[config.mk]
export PLATFORM = sky130hd
export DESIGN_NAME = mode_sequencer
export DESIGN_NICKNAME = d
export VERILOG_FILES = /design/src/rtl/mode_sequencer.sv
export SDC_FILE = /design/constraint.sdc
export NUM_CORES = 1
export LEC_CHECK = 0
export ABC_AREA = 1
export BUFFER_PORTS_ARGS = -buffer_cell sky130_fd_sc_hd__clkbuf_2
export CORE_MARGIN = 4
export CORE_UTILIZATION = 26
export CTS_CLUSTER_DIAMETER = 80
export DETAILED_ROUTE_END_ITERATION = 10
export PLACE_DENSITY = 0.89
export SLEW_MARGIN = 25
export SYNTH_ARGS = -nofsm -noshare
export SYNTH_HDL_FRONTEND = slang
export SYNTH_SLANG_ARGS = --single-unit
[constraint.sdc]
create_clock -name i_clk -period 1.1 [get_ports i_clk]
set_clock_uncertainty 0.05 [all_clocks]
set_input_delay 0.11 -clock i_clk [delete_from_list [all_inputs] [get_ports i_clk]]
set_output_delay 0.11 -clock i_clk [all_outputs]
set_load 0.03 [all_outputs]
[src/rtl/mode_sequencer.sv]
// Mode sequencer: selects one of NUM_MODES channels, routes controls to it and muxes its time back.
// Define MODE_SEQUENCER_TIMEOUT_EN to add the inactivity counter with automatic return to mode 0.
module mode_sequencer #(
  parameter int unsigned NUM_MODES  = 4,
  parameter int unsigned TIMEOUT_MS = 30000
) (
  input  logic                    i_clk,
  input  logic                    i_rstn,
  input  logic                    i_ms_pulse,
  input  logic                    i_mode,
  input  logic                    i_mode_back,
  input  logic                    i_set,
  input  logic [3:0]              i_btn,
  input  logic [NUM_MODES-1:0]    i_mode_mask,
  input  logic [NUM_MODES*17-1:0] i_mode_data,
  output logic [NUM_MODES*5-1:0]  o_ch_ctrl,
  output logic [5:0]              o_sec,
  output logic [5:0]              o_min,
  output logic [4:0]              o_hr,
  output logic [2:0]              o_mode_idx,
  output logic                    o_timeout
);

  logic [2:0] mode_q, mode_d;
  logic [2:0] mode_up, mode_dn;
  logic [7:0] mask_ext;
  logic       mode_req;
  logic       timeout_fire;

  // Padded to 8 bits so a 3-bit index is always in range; mode 0 is always selectable.
  always_comb begin
    mask_ext                  = '0;
    mask_ext[NUM_MODES-1:0]   = i_mode_mask;
    mask_ext[0]               = 1'b1;
  end

  always_comb begin
    mode_up = '0;
    for (int k = int'(NUM_MODES) - 1; k >= 0; k--) begin
      if (k > int'(mode_q) && mask_ext[k[2:0]]) mode_up = k[2:0];
    end
    // Highest enabled overall first, then overridden by highest enabled below current.
    mode_dn = '0;
    for (int k = 0; k < int'(NUM_MODES); k++) begin
      if (mask_ext[k[2:0]]) mode_dn = k[2:0];
    end
    for (int k = 0; k < int'(NUM_MODES); k++) begin
      if (k < int'(mode_q) && mask_ext[k[2:0]]) mode_dn = k[2:0];
    end
  end

  assign mode_req = i_mode ^ i_mode_back;

  always_comb begin
    mode_d = mode_q;
    if (!mask_ext[mode_q]) begin
      mode_d = '0;
    end else if (!i_set && mode_req) begin
      mode_d = i_mode ? mode_up : mode_dn;
    end else if (timeout_fire) begin
      mode_d = '0;
    end
  end

  always_ff @(posedge i_clk) begin
    if (!i_rstn) mode_q <= '0;
    else         mode_q <= mode_d;
  end

`ifdef MODE_SEQUENCER_TIMEOUT_EN
  localparam int unsigned   CntW   = $clog2(TIMEOUT_MS + 1);
  localparam logic [CntW-1:0] CntMax = CntW'(TIMEOUT_MS);

  logic [CntW-1:0] cnt_q, cnt_d;
  logic            activity;

  // Any mode request, even one that is ignored or cancels out, pre-empts the timeout.
  assign timeout_fire = i_rstn && (cnt_q == CntMax) && !(i_mode || i_mode_back) &&
                        mask_ext[mode_q] && (mode_q != '0);

  always_comb begin
    activity = (|i_btn) || i_set || i_mode || i_mode_back;
    cnt_d    = cnt_q;
    if (activity || (mode_d != mode_q) || (mode_q == '0)) begin
      cnt_d = '0;
    end else if (i_ms_pulse && (cnt_q != CntMax)) begin
      cnt_d = cnt_q + CntW'(1);
    end
  end

  always_ff @(posedge i_clk) begin
    if (!i_rstn) cnt_q <= '0;
    else         cnt_q <= cnt_d;
  end
`else
  logic unused_ms_pulse;
  assign unused_ms_pulse = i_ms_pulse;
  assign timeout_fire    = 1'b0;
`endif

  assign o_timeout  = timeout_fire;
  assign o_mode_idx = mode_q;

  always_comb begin
    o_ch_ctrl = '0;
    o_hr      = '0;
    o_min     = '0;
    o_sec     = '0;
    for (int k = 0; k < int'(NUM_MODES); k++) begin
      if (mode_q == k[2:0]) begin
        o_ch_ctrl[5*k +: 5]   = {i_set, i_btn};
        {o_hr, o_min, o_sec}  = i_mode_data[17*k +: 17];
      end
    end
  end

endmodule
== After elaboration in Yosys (flattened, before gate mapping) ==
Index checks and enable logic that the tools add are counted.

* Flip-flop bits (word level): 3
* Logic and storage cells: 52

* Bitwise operators: 1
* Reductions and logical operators: 10
* Eq/ne operators: 3
* Magnitude comparators: 8
* Mux-type cells: 29

{| class="wikitable"
|+ Operator list
! cell !! number
|-
| $mux W6 || 8
|-
| $mux W5 || 8
|-
| $mux W3 || 9
|-
| $logic_and A1 B1 Y1 || 7
|-
| $eq A3 B2 Y1 const B || 2
|-
| $gt A2 B3 Y1 const A || 2
|-
| $lt A1 B3 Y1 const A || 2
|-
| $lt A2 B3 Y1 const A || 2
|-
| $lt A3 B4 Y1 const B || 1
|-
| $bmux W1 S3 || 1
|-
| $eq A3 B1 Y1 const B || 1
|-
| $gt A1 B3 Y1 const A || 1
|-
| $logic_not A3 Y1 || 1
|-
| $mux W1 || 2
|-
| $mux W2 || 1
|-
| $reduce_and A2 Y1 || 1
|-
| $logic_not A1 Y1 || 1
|-
| $xor A1 B1 Y1 || 1
|}

== Logic depth before layout (Yosys ltp) ==
Gate-level depths: netlist of run 1.

* Depth in word-level cells: 8
* Mapped depth: 8
* Mapped depth without buffers: 8

== Worst setup path before layout of run 1 ==
OpenSTA, ideal clock, no wires.

* Path type: register -> output
* From: reg mode_q[1], in the netlist o_mode_idx[1]
* To: out o_ch_ctrl[10]
* Arrival time: 1.493 ns
* Path buffers: 0
* Required time: 0.940 ns
* Stages on the path, launching flop included: 5
* Slack: -0.553 ns
* Cell sequence: dfxtp_1 -> inv_1 -> nor2_2 -> inv_1 -> nor2_1

* Word-level cells in the longest chain between the ends: 2

{| class="wikitable"
|+ RTL lines
! item !! RTL line !! text
|-
| from (decl) || 24 || <nowiki>logic [2:0] mode_q, mode_d;</nowiki>
|-
| from (signal assigned) || 67 || <nowiki>else mode_q <= mode_d;</nowiki>
|-
| $eq A3 B2 Y1 || 110 || <nowiki>if (mode_q == k[2:0]) begin</nowiki>
|-
| $mux W5 || 110 ||
|-
| to (decl) || 16 || <nowiki>output logic [NUM_MODES*5-1:0] o_ch_ctrl,</nowiki>
|}

Every way passes these cells.

== Worst setup path after layout of run 1 ==
* From: reg mode_q[0], in the netlist o_mode_idx[0]
* To: out o_ch_ctrl[0]

* Word-level cells in the longest chain between the ends: 2

{| class="wikitable"
|+ RTL lines
! item !! RTL line
|-
| $logic_not A3 Y1 || 110
|-
| $mux W5 || 110
|}

Every way passes these cells.

==> results.sh, run 1 <==
export IMPL_status="complete, but fails checks"
export IMPL_violations="negative setup slack"
export IMPL_synth_distinct_cells=14
export IMPL_clkSinkCount=2
export IMPL_dr_pass1_iters=4
export IMPL_final_antenna_net_count=0
export IMPL_worstPathMaxFanout=5
export IMPL_wl_per_cell_microns=14.8
export IMPL_grt_antenna_before_repair=0
export IMPL_die_w_microns=62.5
export IMPL_p_seq_share_pct=5.9
export IMPL_synth_flop_cell="dfxtp_1"
export IMPL_yosys_register_bits=2
export IMPL_hold_start="i_rstn"
export IMPL_clk_path_buf_depth=2
export IMPL_finalPower_mw=1.65
export IMPL_clk_pin_slew_ns=0.04
export IMPL_path_class="reg2out"
export IMPL_grtUsageTotal_pct=22.5
export IMPL_clockRootBuffer="clkbuf_4"
export IMPL_synth_top_area_cell="nand2_1"
export IMPL_die_area_sq_um=3910
export IMPL_fin_ws_ns=-0.443
export IMPL_fp_coreArea_sq_um=2810
export IMPL_period_share_pct=140
export IMPL_clock_latency_ns=0.23
export IMPL_cp_cell_sequence="nor2_4 > clkinvlp_4 > nor2_4 > buf_8"
export IMPL_grt_pass1_wl_mm=7.42
export IMPL_rsz0062_at_grt="yes"
export IMPL_async_flop_share_pct=0
export IMPL_port_buffers=118
export IMPL_hold_class="in2reg"
export IMPL_cap_viol_max_count=0
export IMPL_largest_reg_flops=2
export IMPL_nFillCells=217
export IMPL_cp_end_kind="primary output"
export IMPL_initial_utilization_pct=27.6
export IMPL_synth_top_area_share_pct=34.5
export IMPL_finalHoldViolations=0
export IMPL_synth_most_common_cell="nand2_1"
export IMPL_required_ns=0.94
export IMPL_power_frac_clock_pct=10.5
export IMPL_maxSlewViolCount=0
export IMPL_cts_max_level=1
export IMPL_antenna_cells=0
export IMPL_hold_end="o_mode_idx[0]"
export IMPL_vias_per_cell=5.10
export IMPL_drc=0
export IMPL_fmax_ghz=0.648
export IMPL_layout_drive_gt1_share_pct=58.2
export IMPL_fin_nets=388
export IMPL_synth_area_per_cell_sq_um=4.55
export IMPL_swShare_pct=52.0
export IMPL_ff2ff_path_depth=10
export IMPL_synth_area_leaders="nand2_1 (34%), nand3_1 (15%), nor2_1 (14%)"
export IMPL_finalWirelength_mm=4.94
export IMPL_r2r_end="o_mode_idx[1]"
export IMPL_grt_pass1_vias=1679
export IMPL_final_core_util_pct=72.6
export IMPL_rr_startpoint="o_mode_idx[0]"
export IMPL_syn_to_final_growth_pct=163
export IMPL_die_y_microns=62.5
export IMPL_crit_path_frequent_cell="nor2_4"
export IMPL_r2r_setup_slack_ns=-0.33
export IMPL_gp_congestion=0.811
export IMPL_slowest_stage="dfxtp_4"
export IMPL_p_switching_mw=0.860
export IMPL_combPwrFrac_pct=83.6
export IMPL_yosys_top_cells_count="nand2_1 (71), nor2_1 (29), nand3_1 (23), nand4_1 (17), inv_1 (12)"
export IMPL_syn_inst=170
export IMPL_cts_tree="done"
export IMPL_start_kind="flop"
export IMPL_p_int_mw=0.795
export IMPL_grt_ovfl_total=0
export IMPL_cpPeakStageDelay_ns=0.37
export IMPL_power_density_nw_per_um2=812
export IMPL_vdd_drop_max_mv=0.793
export IMPL_fin_crit_ns=1.54
export IMPL_ys_warn_count=0
export IMPL_dp_hpwl_mm=3.14
export IMPL_pin_count=123
export IMPL_crit_family="buffers and inverters"
export IMPL_cts_buffers=3
export IMPL_seq_area_frac_synth_pct=5.18
export IMPL_cp_num_buf_inv=2
export IMPL_grt_max_degree=20
export IMPL_synth_area_sq_um=773
export IMPL_placementRows=19
export IMPL_drt_initial_drc_count=88
export IMPL_crit_arrival_ns=1.38
export IMPL_vias=1709
export IMPL_synth_edf_count=0
export IMPL_min_path_cells=5
export IMPL_p_leak_nw=1.09
export IMPL_setup_viol=40
export IMPL_holdBufCountCts=0
[cell usage in the layout, fill, tap and decap left out]
cell         n
buf_8       11
nor2_1       8
clkbuf_8    10
inv_1       10
inv_6        1
inv_8        1
conb_1       2
nor2_2       6
nand3_2      3
clkinvlp_4   1
inv_4        1
buf_6        5
clkbuf_4    13
nor2_4      16
o21bai_1     1
nand4_1     17
nand2_4      1
clkbuf_2    85
clkinv_8     1
nand2_1     68
nand2_8      1
buf_12       4
buf_4       13
o21ai_0      1
nand3_1     20
nand2_2      2
dfxtp_4      2
[power groups by stage]
stage / Clock (mW) / Combinational [mW] / Sequential [mW]
after floorplan: 0 / 0.707 / 0.110
after global placement: 0 / 1.08 / 0.0966
after detailed placement: 0 / 1.09 / 0.0982
after CTS: 0.167 / 1.29 / 0.0971
after global routing: 0.182 / 1.47 / 0.0983
final: 0.173 / 1.38 / 0.0977
[final cells by class]
cell class | count | area (sq um) | share of cell area (%)
timing repair buffer | 138 | 1040 | 50.9
timing repair inverter | 2 | 20.0 | 0.983
tap | 31 | 38.8 | 1.90
sequential | 2 | 47.5 | 2.33
multi-input combinational | 146 | 803 | 39.4
inverter | 13 | 67.6 | 3.32
clock buffer | 3 | 22.5 | 1.11
[timing repair]
action / in CTS / in global routing
resized for setup: 69 / 26
endpoints found under the setup margin: 40 / 40
pin swaps: 7 / 6
buffers inserted: 3 / 1
gates cloned: 0 / 2
[worst register-to-register path: cells and delay by family (launching register included)]
family | cells | cell delay, ns
and+or+nand+nor | 6 | 0.54
DFF | 1 | 0.37
buffers and inverters | 4 | 0.37
[metrics by stage]
| stage | std cells | worst slack [ns] | TNS (ns) | hold WS, ns | cell area [sq um] |
|---|---|---|---|---|---|
| after global routing | 335 | -0.497 | -16.40 | 0.162 | 2040 |
| after floorplan | 171 | -0.195 | -4.20 | 0.263 | 938 |
| final | 335 | -0.443 | -13.92 | 0.140 | 2040 |
| after CTS | 332 | -0.402 | -13.12 | 0.126 | 1940 |
| after global placement | 326 | -0.166 | -3.86 | 0.364 | 1600 |
| after detailed placement | 326 | -0.174 | -4.36 | 0.367 | 1600 |
[logic make-up (layout without fill, tap and decap cells)]
kind of cell	after synthesis	count (layout)	share of synthesized area, %
other cells	1	2	0.485
flops	2	2	5.18
compound gates	2	2	1.62
buf+inv	23	156	13.9
simple gates	142	142	78.8
[layer usage]
metal  part of all wire [%]  GRT usage, %  routed length (microns)
met1                     35          24.6                     1730
met2                     52          41.1                     2570
met3                     10          5.94                      496
met4                    2.9          8.26                      144
met5                      0             0                        0
[how the worst max path moves through the flow]
stage,from,to,slack (ns),depth (start not counted)
after floorplan,o_mode_idx[1],o_min[3],-0.19,5
after global placement,o_mode_idx[1],o_sec[3],-0.17,6
after detailed placement,o_mode_idx[1],o_ch_ctrl[2],-0.17,4
after CTS,o_mode_idx[1],o_ch_ctrl[14],-0.40,5
after global routing,o_mode_idx[1],o_ch_ctrl[10],-0.50,5
final,o_mode_idx[0],o_ch_ctrl[0],-0.44,4
(Power assumes the default switching activity.)
==> run 2, diff against run 1 <==
--- a/config.mk
+++ b/config.mk
@@ -12,6 +12,7 @@
 export CTS_CLUSTER_DIAMETER = 80
 export DETAILED_ROUTE_END_ITERATION = 10
 export PLACE_DENSITY = 0.89
+export SKIP_LAST_GASP = 1
 export SLEW_MARGIN = 25
 export SYNTH_ARGS = -nofsm -noshare
 export SYNTH_HDL_FRONTEND = slang
==> results.sh, run 2 (synthesis gave the netlist of run 1 again) <==
export IMPL_cap_viol_max_count=0
export IMPL_cts_tree="done"
export IMPL_crit_arrival_ns=1.40
export IMPL_cp_cell_sequence="nor2_4 > clkinvlp_4 > nor2_4 > clkbuf_8"
export IMPL_placementRows=19
export IMPL_cp_num_buf_inv=2
export IMPL_grtUsageTotal_pct=22.5
export IMPL_initial_utilization_pct=27.6
export IMPL_rsz0062_at_grt="yes"
export IMPL_setup_tns_ns=-13.98
export IMPL_wl_per_cell_microns=14.9
export IMPL_cp_end_kind="primary output"
export IMPL_crit_family="buffers and inverters"
export IMPL_p_seq_share_pct=6.0
export IMPL_clk_pin_slew_ns=0.04
export IMPL_layout_drive_gt1_share_pct=57.9
export IMPL_multiInputGateArea_sq_um=801
export IMPL_die_y_microns=62.5
export IMPL_final_antenna_net_count=0
export IMPL_status="complete, but fails checks"
export IMPL_crit_cells=4
export IMPL_setup_viol=40
export IMPL_worstPathMaxFanout=5
export IMPL_combPwrFrac_pct=83.5
export IMPL_antenna_cells=0
export IMPL_clk_path_buf_depth=2
export IMPL_slowest_stage="dfxtp_4"
export IMPL_crit_path_frequent_cell="nor2_4"
export IMPL_clockRootBuffer="clkbuf_4"
export IMPL_grt_ovfl_total=0
export IMPL_grt_pass1_wl_mm=7.42
export IMPL_die_w_microns=62.5
export IMPL_detailed_place_area_sq_um=1600
export IMPL_cts_max_level=1
export IMPL_drc=0
export IMPL_fp_coreArea_sq_um=2810
export IMPL_p_switching_mw=0.856
export IMPL_port_buffers=118
export IMPL_fin_crit_ns=1.56
export IMPL_syn_to_final_growth_pct=162
export IMPL_nFillCells=219
export IMPL_swShare_pct=52.2
export IMPL_min_path_cells=5
export IMPL_period_share_pct=142
export IMPL_clock_latency_ns=0.24
export IMPL_rr_startpoint="o_mode_idx[0]"
export IMPL_cts_buffers=3
export IMPL_finalWirelength_mm=4.98
export IMPL_power_density_nw_per_um2=809
export IMPL_hold_start="i_rstn"
export IMPL_fmax_ghz=0.641
export IMPL_clkSinkCount=2
export IMPL_vias_per_cell=5.17
export IMPL_crit_start="o_mode_idx[0]"
export IMPL_vdd_drop_max_mv=0.772
export IMPL_p_leak_nw=1.09
export IMPL_dr_pass1_iters=8
export IMPL_regArea_sq_um=47.5
export IMPL_fin_ws_ns=-0.461
export IMPL_place_ws_ns=-0.174
export IMPL_grt_pass1_vias=1679
export IMPL_fin_nets=388
export IMPL_path_class="reg2out"
export IMPL_final_core_util_pct=72.3
export IMPL_largest_reg_flops=2
export IMPL_dp_hpwl_mm=3.14
export IMPL_required_ns=0.94
export IMPL_grt_antenna_before_repair=0
export IMPL_maxSlewViolCount=0
export IMPL_layout_commonest_cell="clkbuf_2"
export IMPL_power_frac_clock_pct=10.6
export IMPL_violations="negative setup slack"
export IMPL_pin_count=123
export IMPL_drt_initial_drc_count=85
export IMPL_start_kind="flop"
export IMPL_cpPeakStageDelay_ns=0.37
export IMPL_mostFrequentLayoutCells="clkbuf_2 (85), nand2_1 (69), nand3_1 (20)"
export IMPL_p_int_mw=0.784
export IMPL_finalHoldViolations=0
export IMPL_gp_congestion=0.811
export IMPL_fin_area_sq_um=2030
export IMPL_die_area_sq_um=3910
export IMPL_vias=1732
export IMPL_grt_max_degree=20
export IMPL_hold_class="in2reg"
export IMPL_ff2ff_path_depth=10
[run 2: cell types whose count changed in the layout (fill, tap and decap cells not counted), sizes merged]
cell	delta
buf	-4
clkbuf	+4
[run 2: cell type report]
| type | count | share of cell area [%] |
|---|---|---|
| repair buffers | 138 | 50.8 |
| repair inverters | 2 | 0.988 |
| well taps | 31 | 1.91 |
| flip-flops and latches | 2 | 2.35 |
| multi-input cells | 146 | 39.5 |
| inverters | 13 | 3.33 |
| clock buffers | 3 | 1.11 |
[run 2: tightest hold or removal path, delay by kind of cell]
family        cells  cell delay, ns
buf+inv           2            0.12
simple gates      3            0.16
[run 2: final timing paths]
path | end | slack, ns
setup / recovery | o_ch_ctrl[2] | -0.46
hold reg to reg | o_mode_idx[1] | 0.73
hold / removal | o_mode_idx[0] | 0.14
setup reg to reg | o_mode_idx[1] | -0.34
[run 2: metal layers]
metal	up-vias	global-route usage [%]	wire, microns
li1	818	-	-
met1	788	24.6	1760
met2	107	41.1	2580
met3	19	5.94	486
met4	0	8.26	149
met5	-	0	0
[run 2: through the flow]
| step | power [mW] | hold WS (ns) | cells |
|---|---|---|---|
| after global placement | 1.18 | 0.364 | 326 |
| after floorplan | 0.817 | 0.263 | 171 |
| after global routing | 1.74 | 0.162 | 335 |
| final | 1.64 | 0.141 | 335 |
| after detailed placement | 1.19 | 0.367 | 326 |
| after CTS | 1.56 | 0.126 | 332 |
[run 2: power groups by stage]
stage          clock network (mW)  logic, mW  registers, mW
2_1_floorplan                   0      0.707          0.110
3_3_place_gp                    0       1.08         0.0966
3_5_place_dp                    0       1.09         0.0982
4_1_cts                     0.167       1.29         0.0971
5_1_grt                     0.182       1.46         0.0983
6_report                    0.173       1.37         0.0977
[run 2: what timing repair did]
item / CTS / global route
gates cloned: 0 / 2
endpoints found under the setup margin: 40 / 40
hold buffers: 0 / 0
pin swaps: 7 / 6
buffers inserted: 3 / 1
resized for setup: 69 / 20
==> run 3, diff against run 2 <==
--- a/config.mk
+++ b/config.mk
@@ -11,7 +11,7 @@
 export CORE_UTILIZATION = 26
 export CTS_CLUSTER_DIAMETER = 80
 export DETAILED_ROUTE_END_ITERATION = 10
-export PLACE_DENSITY = 0.89
+export PLACE_DENSITY_LB_ADDON = 0.08
 export SKIP_LAST_GASP = 1
 export SLEW_MARGIN = 25
 export SYNTH_ARGS = -nofsm -noshare
==> results.sh, run 3 (synthesis gave the netlist of run 1 again) <==
export IMPL_finalPower_mw=1.61
export IMPL_power_frac_clock_pct=10.3
export IMPL_worstPathMaxFanout=6
export IMPL_p_seq_share_pct=6.1
export IMPL_largest_reg_flops=2
export IMPL_cp_end_kind="primary output"
export IMPL_antenna_cells=0
export IMPL_placementRows=19
export IMPL_dp_hpwl_mm=3.11
export IMPL_fmax_ghz=0.667
export IMPL_layout_commonest_cell="clkbuf_2"
export IMPL_fin_crit_ns=1.50
export IMPL_layout_drive_gt1_share_pct=57.5
export IMPL_min_path_cells=5
export IMPL_grt_max_degree=20
export IMPL_clk_pin_slew_ns=0.03
export IMPL_p_switching_mw=0.821
export IMPL_grt_pass1_wl_mm=6.56
export IMPL_grt_ovfl_total=0
export IMPL_swShare_pct=51.0
export IMPL_clock_latency_ns=0.23
export IMPL_fp_coreArea_sq_um=2810
export IMPL_fin_nets=383
export IMPL_wl_per_cell_microns=12.5
export IMPL_r2r_setup_slack_ns=-0.15
export IMPL_clockRootBuffer="clkbuf_4"
export IMPL_hold_start="i_rstn"
export IMPL_cts_max_level=1
export IMPL_clkSinkCount=2
export IMPL_rsz0062_at_grt="yes"
export IMPL_vias_per_cell=4.81
export IMPL_die_y_microns=62.5
export IMPL_cts_tree="done"
export IMPL_hold_class="in2reg"
export IMPL_r2r_end="o_mode_idx[1]"
export IMPL_drc=0
export IMPL_finalWirelength_mm=4.12
export IMPL_crit_arrival_ns=1.34
export IMPL_vias=1586
export IMPL_die_w_microns=62.5
export IMPL_fin_area_sq_um=1940
export IMPL_die_area_sq_um=3910
export IMPL_syn_to_final_growth_pct=151
export IMPL_rr_startpoint="o_mode_idx[0]"
export IMPL_clk_path_buf_depth=2
export IMPL_vdd_drop_max_mv=0.413
export IMPL_dr_pass1_iters=4
export IMPL_grtUsageTotal_pct=19.6
export IMPL_violations="negative setup slack"
export IMPL_p_int_mw=0.790
export IMPL_setup_viol=40
export IMPL_fin_hold_ws_ns=0.131
export IMPL_ff2ff_path_depth=7
export IMPL_hold_end="o_mode_idx[1]"
export IMPL_initial_utilization_pct=27.6
export IMPL_start_kind="flop"
export IMPL_fin_ws_ns=-0.398
export IMPL_grt_pass1_vias=1468
export IMPL_grt_antenna_before_repair=0
export IMPL_gp_congestion=0.832
export IMPL_combPwrFrac_pct=83.5
export IMPL_maxSlewViolCount=0
export IMPL_path_class="reg2out"
export IMPL_p_leak_nw=1.05
export IMPL_drt_initial_drc_count=80
export IMPL_required_ns=0.94
export IMPL_final_antenna_net_count=0
export IMPL_cts_buffers=3
export IMPL_period_share_pct=136
export IMPL_final_core_util_pct=69.1
export IMPL_pin_count=123
export IMPL_power_density_nw_per_um2=831
export IMPL_port_buffers=118
export IMPL_mostFrequentLayoutCells="clkbuf_2 (84), nand2_1 (65), nand3_1 (23)"
export IMPL_finalHoldViolations=0
export IMPL_cap_viol_max_count=0
export IMPL_detailed_place_area_sq_um=1580
export IMPL_status="complete, but fails checks"
## run 3: cell types whose count changed in the layout (fill, tap and decap cells not counted), moves of 4 or more
cell      change
buf_6        +13
clkbuf_8      -7
buf_12        -4
nand2_1       -4
nand2_2       +4
## run 3: cell type report
| type | count | area (sq um) |
|---|---|---|
| clock buffer | 3 | 22.5 |
| fill | 240 | 867 |
| inverter | 13 | 60.1 |
| multi-input combinational | 146 | 797 |
| sequential | 2 | 47.5 |
| tap | 31 | 38.8 |
| timing repair buffer | 135 | 972 |
## run 3: worst max-delay path by stage
stage | from | slack [ns] | endpoint
after floorplan | o_mode_idx[1] | -0.19 | o_min[3]
after global placement | o_mode_idx[1] | -0.14 | o_ch_ctrl[2]
after detailed placement | o_mode_idx[1] | -0.18 | o_ch_ctrl[2]
after CTS | o_mode_idx[1] | -0.39 | o_ch_ctrl[14]
after global routing | o_mode_idx[1] | -0.46 | o_ch_ctrl[14]
final | o_mode_idx[0] | -0.40 | o_ch_ctrl[2]
## run 3: worst max-delay path, cell delays in order (launching register included)
cell	delay [ns]
dfxtp_4	0.37
nor2_4	0.21
clkinvlp_4	0.15
buf_6	0.15
nor2_4	0.09
buf_6	0.14
## run 3: repair_timing
| action | CTS | global route |
|---|---|---|
| setup buffers | 3 | 2 |
| setup endpoints to repair | 40 | 41 |
| hold buffers | 0 | 0 |
| pin swaps | 0 | 2 |
| resized for setup | 60 | 45 |
## run 3: power by group through the flow
stage          Sequential [mW]  Combinational (mW)  Clock [mW]
5_1_grt                  0.100                1.44       0.176
3_5_place_dp            0.0974                1.08           0
4_1_cts                  0.101                1.28       0.174
6_report                0.0985                1.35       0.167
3_3_place_gp            0.0971                1.08           0
2_1_floorplan            0.110               0.707           0
## run 3: per-layer routing
layer	GRT usage (%)	up-vias	part of all wire, %
met2	38.5	80	55
met5	0	-	0
met4	2.48	0	0
met1	21.5	700	36
li1	-	806	-
met3	4.68	0	8.8
## run 3: per-stage QoR
stage,setup WS [ns],setup TNS (ns),cells
detailed placement,-0.182,-3.82,323
global placement,-0.143,-3.28,323
CTS,-0.391,-12.27,329
floorplan,-0.195,-4.20,171
finish,-0.398,-11.65,330
global route,-0.458,-14.24,330
